$ cat config.mk
export PLATFORM = sky130hd
export DESIGN_NAME = key_pulse_conditioner
export DESIGN_NICKNAME = d
export VERILOG_FILES = /design/src/rtl/key_pulse_conditioner.sv
export SDC_FILE = /design/constraint.sdc
export NUM_CORES = 1
export LEC_CHECK = 0
export BUFFER_PORTS_ARGS = -buffer_cell sky130_fd_sc_hd__buf_2
export CAP_MARGIN = 20
export CORE_MARGIN = 2
export CORE_UTILIZATION = 45
export CTS_CLUSTER_DIAMETER = 120
export DETAILED_ROUTE_END_ITERATION = 8
export PLACE_DENSITY_LB_ADDON = 0.25
export SLEW_MARGIN = 20
export SYNTH_ARGS = -nofsm -noshare
export SYNTH_HDL_FRONTEND = slang
export SYNTH_SLANG_ARGS = --single-unit
$ cat constraint.sdc
create_clock -name CLK -period 1.67 [get_ports CLK]
set_clock_uncertainty 0.15 [all_clocks]
set_input_delay 0.334 -clock CLK [delete_from_list [all_inputs] [get_ports CLK]]
set_output_delay 0.334 -clock CLK [all_outputs]
set_load 0.01 [all_outputs]
$ cat src/rtl/key_pulse_conditioner.sv
// Key/switch input conditioner: 2-flop sync, per-key debounce, one-cycle press/release
// pulses and SW capture on LOAD_KEY press. Optional auto-repeat under KEY_AUTOREPEAT_EN.
module key_pulse_conditioner #(
    parameter int unsigned NUM_KEYS        = 3,
    parameter int unsigned SW_W            = 8,
    parameter int unsigned DEBOUNCE_CYCLES = 4,
    parameter int unsigned LOAD_KEY        = 1,
    parameter int unsigned REPEAT_DELAY    = 50,
    parameter int unsigned REPEAT_PERIOD   = 10
) (
    input  logic                CLK,
    input  logic                RESET,
    input  logic [NUM_KEYS-1:0] KEY,
    input  logic [SW_W-1:0]     SW,
    output logic [NUM_KEYS-1:0] KEY_LEVEL,
    output logic [NUM_KEYS-1:0] KEY_PRESS,
    output logic [NUM_KEYS-1:0] KEY_RELEASE,
    output logic [SW_W-1:0]     SW_LATCHED,
    output logic                SW_VALID
);

    localparam int unsigned CNT_W = $clog2(DEBOUNCE_CYCLES + 1);
    localparam logic [CNT_W-1:0] CNT_LAST = CNT_W'(DEBOUNCE_CYCLES - 1);

`ifdef KEY_AUTOREPEAT_EN
    localparam int unsigned HOLD_MAX = (REPEAT_DELAY > REPEAT_PERIOD) ? REPEAT_DELAY : REPEAT_PERIOD;
    localparam int unsigned HOLD_W   = $clog2(HOLD_MAX + 1);
    localparam logic [HOLD_W-1:0] HOLD_FIRST = HOLD_W'(REPEAT_DELAY - 1);
    localparam logic [HOLD_W-1:0] HOLD_NEXT  = HOLD_W'(REPEAT_PERIOD - 1);
`else
    // Repeat timing has no consumer when auto-repeat is compiled out.
    logic unused_repeat_cfg;
    assign unused_repeat_cfg = ^{REPEAT_DELAY, REPEAT_PERIOD};
`endif

    logic [NUM_KEYS-1:0] key_s1;
    logic [NUM_KEYS-1:0] key_s2;
    logic [SW_W-1:0]     sw_s1;
    logic [SW_W-1:0]     sw_s2;
    logic [NUM_KEYS-1:0] press_next;
    logic                load_fire;
    logic [SW_W-1:0]     sw_latched_q;
    logic                sw_valid_q;

    // Two-flop synchronizers for every raw input bit
    always_ff @(posedge CLK) begin
        if (RESET) begin
            key_s1 <= '0;
            key_s2 <= '0;
            sw_s1  <= '0;
            sw_s2  <= '0;
        end else begin
            key_s1 <= KEY;
            key_s2 <= key_s1;
            sw_s1  <= SW;
            sw_s2  <= sw_s1;
        end
    end

    for (genvar k = 0; k < NUM_KEYS; k++) begin : g_key
        logic             stable_q;
        logic             stable_d;
        logic [CNT_W-1:0] cnt_q;
        logic [CNT_W-1:0] cnt_d;
        logic             press_q;
        logic             press_d;
        logic             release_q;
        logic             release_d;
        logic             accept;

        assign accept = (key_s2[k] != stable_q) && (cnt_q == CNT_LAST);

`ifdef KEY_AUTOREPEAT_EN
        logic [HOLD_W-1:0] hold_q;
        logic [HOLD_W-1:0] hold_d;
        logic              rep_q;
        logic              rep_d;
`endif

        // Debounce counter, level update and event generation
        always_comb begin
            stable_d  = stable_q;
            cnt_d     = '0;
            press_d   = 1'b0;
            release_d = 1'b0;
            if (key_s2[k] != stable_q) begin
                if (accept) begin
                    stable_d  = key_s2[k];
                    press_d   = key_s2[k];
                    release_d = stable_q;
                end else begin
                    cnt_d = cnt_q + CNT_W'(1);
                end
            end
`ifdef KEY_AUTOREPEAT_EN
            hold_d = '0;
            rep_d  = 1'b0;
            // A release accepted this cycle wins over a coincident repeat
            if (stable_q && !accept) begin
                if ((!rep_q && hold_q == HOLD_FIRST) || (rep_q && hold_q == HOLD_NEXT)) begin
                    press_d = 1'b1;
                    rep_d   = 1'b1;
                end else begin
                    hold_d = hold_q + HOLD_W'(1);
                    rep_d  = rep_q;
                end
            end
`endif
        end

        always_ff @(posedge CLK) begin
            if (RESET) begin
                stable_q  <= 1'b0;
                cnt_q     <= '0;
                press_q   <= 1'b0;
                release_q <= 1'b0;
            end else begin
                stable_q  <= stable_d;
                cnt_q     <= cnt_d;
                press_q   <= press_d;
                release_q <= release_d;
            end
        end

`ifdef KEY_AUTOREPEAT_EN
        always_ff @(posedge CLK) begin
            if (RESET) begin
                hold_q <= '0;
                rep_q  <= 1'b0;
            end else begin
                hold_q <= hold_d;
                rep_q  <= rep_d;
            end
        end
`endif

        assign press_next[k]  = press_d;
        assign KEY_LEVEL[k]   = stable_q;
        assign KEY_PRESS[k]   = press_q;
        assign KEY_RELEASE[k] = release_q;
    end

    assign load_fire = press_next[LOAD_KEY];

    // Switch word captured alongside the LOAD_KEY press pulse
    always_ff @(posedge CLK) begin
        if (RESET) begin
            sw_latched_q <= '0;
            sw_valid_q   <= 1'b0;
        end else begin
            sw_valid_q <= load_fire;
            if (load_fire) begin
                sw_latched_q <= sw_s2;
            end
        end
    end

    assign SW_LATCHED = sw_latched_q;
    assign SW_VALID   = sw_valid_q;

endmodule

### Word-level counts from Yosys, hierarchy flattened

Cells that the tools add are included.

| operators by class | value |
|---|---|
| add/subtract/negate cells | 3 |
| eq/ne operators | 6 |
| muxes and demuxes | 2 |
| bitwise operators | 6 |
| reductions and logical operators | 12 |

Operators by type and width:

| cell | number |
|---|---|
| OR reduction 3 bit | 6 |
| adder 3 x 1 -> 3 bit (second input constant) | 3 |
| == test 3 x 2 -> 1 bit (second input constant) | 3 |
| inverter 1 bit | 6 |
| AND reduction 2 bit | 3 |
| logical AND 1 bit | 3 |
| inequality test 1 bit | 3 |
| 2-to-1 mux 1 bit | 2 |

| storage, ports and cells | value |
|---|---|
| flip-flop bits (word level) | 48 |
| output and inout port bits | 18 |
| word-level logic and storage cells | 46 |

### Logic depth before layout (Yosys ltp)

Gate-level depths: netlist of the first run.

| depth | value |
|---|---|
| depth after elaboration | 4 |
| gate-level depth with buffers | 5 |

### Worst setup path before layout of the first run

No wires, ideal clock.

| timing path | value |
|---|---|
| path type | register -> register |
| start point | reg g_key[1].cnt_q[0] |
| end point | reg sw_latched_q[0] (netlist: SW_LATCHED[0]) |
| library setup time | 0.119 ns |
| arrival time | 1.153 ns |
| required time | 1.401 ns |
| path slack | 0.248 ns |
| cell stages (with the launch flop) | 6 |
| path buffers | 1 |
| cell sequence | dfxtp_1 ha_1 ha_1 and3b_1 buf_6 mux2i_1 |

| on the way | value |
|---|---|
| cells in the longest elaborated chain, start to end | 4 |

Ends and longest elaborated chain:

| item | line | text |
|---|---|---|
| start: declaration | 63 | `logic [CNT_W-1:0] cnt_q;` |
| start signal: assignment | 119 | `cnt_q <= cnt_d;` |
| == test 3 x 2 -> 1 bit | 71 | `assign accept = (key_s2[k] != stable_q) && (cnt_q == CNT_LAST);` |
| logical AND 1 bit | 71 |  |
| 2-to-1 mux 1 bit | 87 | `if (accept) begin` |
| 2-to-1 mux 1 bit | 86 | `if (key_s2[k] != stable_q) begin` |
| end signal: assignment | 153 | `sw_latched_q <= sw_s2;` |
| end: declaration | 42 | `logic [SW_W-1:0] sw_latched_q;` |

Every way passes these cells.
A chain may end at the register's enable or synchronous reset.

### Final worst setup path of the first run

| timing path | value |
|---|---|
| start point | reg g_key[1].cnt_q[0] |
| end point | reg sw_latched_q[1] (netlist: SW_LATCHED[1]) |

The elaborated chain is that of the path after synthesis.

==> flow_summary.toml, run 1 <==
[sta]
period_share_pct = 86.3
setup_viol = 0
rsz0062_at_grt = "false"
maxSlewViolCount = 0
relSlewSlack_pct = 80.0
holdWs_ns = 0.0901
hold_viol = 0
max_freq_mhz = 694
finalSetupTns_ns = 0
worst_slew_pin_slew_ns = 0.298
fin_crit_ns = 1.44
final.setup.worst_slack_ns = 0.230

[worst_setup_path]
path_cells = "ha_1 -> ha_1 -> and3b_2 -> mux2i_1"
arrival_ns = 1.51
cp_top_family = "flip-flops"
path_buf_inv = 0
slowest_stage = "dfxtp_1"
crit_type = "register to register"
crit_fanout = 8
required_ns = 1.74
start_kind = "register"
cp_slowest_stage_delay_ns = 0.35
crit_top_cell = "ha_1"
end_kind = "register"

[worst_hold_path]
hold_class = "primary input to register"

[drt]
viasPerCell = 4.63
wl_per_cell_microns = 10.8
num_vias = 1000
drcViolationCount = 0
drtIter0Drc = 45
routed_wl_microns = 2340
drt-pass1-iter-count = 2
ant_nets = 0

[logic_synthesis]
synthTopCellsByCount = "48 x dfxtp_1, 22 x nor2b_1, 16 x nand2b_1"
synth_edf_count = 0
yosysSeqAreaShare_pct = 56.1
ys_warn_count = 0
netlist_area_sq_um = 1710
synthCells = 144
syn-num-nets = 163
ys.flop_type = "dfxtp_1"
synth_top_area_share_pct = 56.1
yosys-top-cells-area = "dfxtp_1 56%, nor2b_1 8.0%, mux2i_1 6.4%"
synth_top_area_cell = "dfxtp_1"
async_reset_ff_share_pct = 0
yosysUniqueCellTypes = 18
yosysMostFrequentCell = "dfxtp_1"
ys_ff_latch = 48
syn_avg_cell_area_sq_um = 11.9

[layout]
multiInputGateArea_sq_um = 616
syn_to_final_growth_pct = 12.9
nets = 186
fin_util_pct = 52.8
regArea_sq_um = 961
antenna_cells = 0
fill_cells = 342
drive_gt1_share_pct = 28.0

[placement]
finalWeightedCongestion = 0.679
hpwl_microns = 1630
dp_slack_ns = 0.0874
io_buffers = 30

[die]
core_area_sq_um = 3660
die_x_microns = 65.7
row_count = 22
die_area_sq_um = 4320
start_util_pct = 46.8
die_h_microns = 65.7
ios = 31

[global_routing]
grt_pass1_vias = 994
grt_use_total_pct = 13.1
grt.overflow.total = 0
grt_max_degree = 57
antenna_found_initial = 0
grt_first_pass_wirelength_microns = 4130

[cts]
cts_sinks = 48
cts_tree = "yes"
clockBufferDepth = 2
clock_latency_ns = 0.29
clk_pin_slew_ns = 0.08
htree_levels = 2
cts_root_buf = "clkbuf_8"
cts-buffers-inserted = 5

[power_and_ir_drop]
power_leakage_nw = 0.792
power_per_cell_area_nw_per_um2 = 1050
vdd_drop_max_mv = 0.636
totalPowerFinal_mw = 2.04

[job]
drv_cap = 0

[status]
status = "complete, no violations"
==> power breakdown <==
part	leakage [nW]	total [mW]	internal (mW)	switching (mW)
clock network	0.0552	0.792	0.444	0.348
logic	0.345	0.0681	0.0394	0.0287
registers	0.392	1.18	1.17	0.00901
total	0.792	2.04	1.65	0.386
==> placed cells by master, fill, tap and decap left out, types with 2 or more instances in the layout <==
master,synthesis,layout
dfxtp_1,48,48
buf_2,1,30
nor2b_1,22,22
nand2b_1,16,16
mux2i_1,11,11
nor4_1,6,6
and4bb_2,6,6
ha_1,6,6
clkbuf_8,0,5
inv_1,3,3
xnor2_1,3,3
nor2_1,3,3
nor4b_1,2,2
==> metal layers <==
metal	share of wire (%)	vias to the layer above	GRT usage [%]
met4	2.8	0	7.81
li1	-	511	-
met3	6.2	5	5.82
met5	0	-	0
met1	42	459	13.5
met2	49	25	21.6
==> cell families after synthesis <==
kind of cell | share of synthesized area [%]
and+or+nand+nor | 23.5
DFF | 56.1
buffers and inverters | 8.03
muxes | 6.43
adders and majority gates | 4.38
xor gates and xnor gates | 1.53
==> worst reg2reg max path: stages, from the launching register on <==
cell,delay (ns)
dfxtp_1,0.35
ha_1,0.15
ha_1,0.16
and3b_2,0.35
mux2i_1,0.22
==> sequential cells by signal, summed over array words and instances, names as in the netlist <==
| signal | count |
|---|---|
| g_key.release_q | 3 |
| SW_LATCHED | 8 |
| sw_s2 | 8 |
| g_key.stable_q | 3 |
| sw_s1 | 8 |
| g_key.cnt_q | 9 |
| key_s1 | 3 |
| SW_VALID | 1 |
| key_s2 | 3 |
| g_key.press_q | 2 |
==> metrics by stage <==
stage	instances	instance area, sq um
finish	216	1930
global route	216	1930
CTS	216	1930
detailed placement	208	1820
global placement	208	1820
floorplan	144	1710
==> final cells by class <==
cell class,instances,area share [%]
flip-flops and latches,48,49.7
clock inverters,2,1.81
multi-input cells,77,31.8
clock buffers,6,3.75
inverters,3,0.583
repair buffers,32,9.19
well taps,48,3.11
==> worst paths after layout <==
path	startpoint	end	slack [ns]	cells after the start
worst max-delay path	g_key[1].cnt_q[0]	SW_LATCHED[1]	0.23	4
worst min-delay path	SW[7]	sw_s1[7]	0.09	2
worst max register to register	g_key[1].cnt_q[0]	SW_LATCHED[1]	0.23	4
worst min register to register	g_key[0].cnt_q[0]	g_key[0].cnt_q[0]	0.29	1
==> timing repair <==
action | 4_1_cts | 5_1_grt
setup buffers | 0 | 0
hold endpoints to repair | 0 | 0
resized for setup | 0 | 1
endpoints found under the setup margin | 0 | 7
hold buffers | 0 | 0
(Power assumes the default switching activity.)
==> inputs of run 2 (changes only) <==
PLACE_DENSITY = 0.71   (was not set)
PLACE_DENSITY_LB_ADDON = not set   (was 0.25)
==> run 2 against run 1 <==
Net effect: cell count unchanged; flip-flop and latch count unchanged; hold slack better by 0.0055 ns; wire length down 0.68%; total power down 0.13%; non-clock buffer count unchanged; largest cell class unchanged.
==> flow_summary.toml, run 2 (synthesized netlist as in run 1, its figures left out) <==
[status]
status = "complete, no violations"

[worst_hold_path]
min_to = "sw_s1[2]"
hold_depth = 2
hold_class = "primary input to register"
hp-start = "SW[2]"

[worst_setup_path]
rr_worst_depth = 4
crit_top_cell = "ha_1"
crit_type = "register to register"
arrival_ns = 1.67
cp_slowest_stage_delay_ns = 0.45
slowest_stage = "and3b_1"
regToRegSetupSlack_ns = 0.07
end_kind = "register"
start_kind = "register"
crit_fanout = 8
path_cells = "ha_1 -> ha_1 -> and3b_1 -> mux2i_1"
reg2reg_to = "SW_LATCHED[4]"
required_ns = 1.74
reg2reg_from = "g_key[1].cnt_q[0]"

[sta]
rsz0062_at_grt = "false"
relSlewSlack_pct = 62.1
fin_crit_ns = 1.60
setup_viol = 0
hold_viol = 0
finalSetupTns_ns = 0
holdWs_ns = 0.0956
period_share_pct = 95.7
max_freq_mhz = 626
worst_slew_pin_slew_ns = 0.569
maxSlewViolCount = 0

[global_routing]
grt_first_pass_wirelength_microns = 3840
grt_max_degree = 42
grt_use_total_pct = 12.1
grt.overflow.total = 0
antenna_found_initial = 0
grt_pass1_vias = 943

[placement]
io_buffers = 30
hpwl_microns = 1680
finalWeightedCongestion = 0.669

[layout]
nets = 186
top_register = "g_key.cnt_q"
syn_to_final_growth_pct = 12.1
final_common_cell = "dfxtp_1"
fill_cells = 317
drive_gt1_share_pct = 27.4
largest_reg_flops = 9
final_cell_mix = "48 x dfxtp_1, 30 x buf_2, 22 x nor2b_1, 16 x nand2b_1, 11 x mux2i_1"
antenna_cells = 0

[cts]
cts_sinks = 48
cts_root_buf = "clkbuf_8"
cts-buffers-inserted = 5
clk_pin_slew_ns = 0.08
cts_resized = 0
cts_tree = "yes"
clock_latency_ns = 0.29
postCtsSetupBuffers = 0
clockBufferDepth = 2
htree_levels = 2
cts-hold-fix-buffers = 0

[drt]
routed_wl_microns = 2320
wl_per_cell_microns = 10.8
num_vias = 976
drcViolationCount = 0
viasPerCell = 4.52
drt-pass1-iter-count = 2
ant_nets = 0
drtIter0Drc = 44

[die]
ios = 31
row_count = 22
die_h_microns = 65.7
start_util_pct = 46.8
core_area_sq_um = 3660
die_x_microns = 65.7
die_area_sq_um = 4320

[power_and_ir_drop]
p_comb_share_pct = 3.2
pwr-share-clk_pct = 39.0
pwr-share-seq_pct = 57.9
swShare_pct = 19.0
power_per_cell_area_nw_per_um2 = 1060
power_leakage_nw = 0.788
switchingPower_uw = 386
vdd_drop_max_mv = 0.586
intPower_mw = 1.65

[job]
drv_cap = 0
-- run 2: cell count changes in the layout (fill, tap and decap cells not counted) --
cell | previous run | this run
and3b_2 | 1 | 0
buf_4 | 1 | 2
buf_12 | 1 | 0
and3b_1 | 0 | 1
-- run 2: power groups by stage --
stage	combinational (mW)	sequential [mW]	clock, mW
floorplan	0.0534	1.20	0
global placement	0.0626	1.21	0
detailed placement	0.0652	1.21	0
CTS	0.0654	1.18	0.812
global route	0.0728	1.18	0.861
finish	0.0642	1.18	0.794
-- run 2: through the flow --
| stage | worst slack [ns] | cell area (sq um) | std cells | total power, mW | utilization, % |
|---|---|---|---|---|---|
| 2_1_floorplan | 0.248 | 1710 | 144 | 1.26 | - |
| 3_3_place_gp | 0.197 | 1810 | 208 | 1.27 | 49.5 |
| 3_5_place_dp | 0.100 | 1810 | 208 | 1.27 | 49.5 |
| 4_1_cts | 0.0583 | 1920 | 216 | 2.06 | 52.4 |
| 5_1_grt | 0.00317 | 1920 | 216 | 2.12 | 52.4 |
| 6_report | 0.0721 | 1920 | 216 | 2.04 | 52.4 |
-- run 2: final cells by class --
type | instances | area [sq um] | area share (%)
sequential | 48 | 961 | 50.1
multi-input combinational | 77 | 614 | 32.0
timing repair buffer | 32 | 165 | 8.60
clock buffer | 6 | 72.6 | 3.78
tap | 48 | 60.1 | 3.13
clock inverter | 2 | 35.0 | 1.83
inverter | 3 | 11.3 | 0.587
-- run 2: layer usage --
metal	vias up	track usage (%)	part of all wire [%]
li1	507	-	-
met1	437	11.9	43
met2	24	21.0	48
met3	8	3.77	6.3
met4	0	9.38	2.8
met5	-	0	0
-- run 2: worst max-delay path by stage --
stage | depth (start not counted) | slack [ns] | from | end
floorplan | 5 | 0.25 | g_key[1].cnt_q[0] | SW_LATCHED[0]
global placement | 4 | 0.20 | g_key[1].cnt_q[0] | SW_LATCHED[5]
detailed placement | 4 | 0.10 | g_key[1].cnt_q[0] | SW_LATCHED[4]
CTS | 4 | 0.06 | g_key[1].cnt_q[0] | SW_LATCHED[1]
global route | 4 | 0.003 | g_key[1].cnt_q[0] | SW_LATCHED[4]
finish | 4 | 0.07 | g_key[1].cnt_q[0] | SW_LATCHED[4]
-- run 2: worst max-delay path, delay by kind of cell (launching register included) --
family / cells / cell delay, ns
DFF: 1 / 0.35
adders and majority gates: 2 / 0.32
and+or+nand+nor: 1 / 0.45
muxes: 1 / 0.25
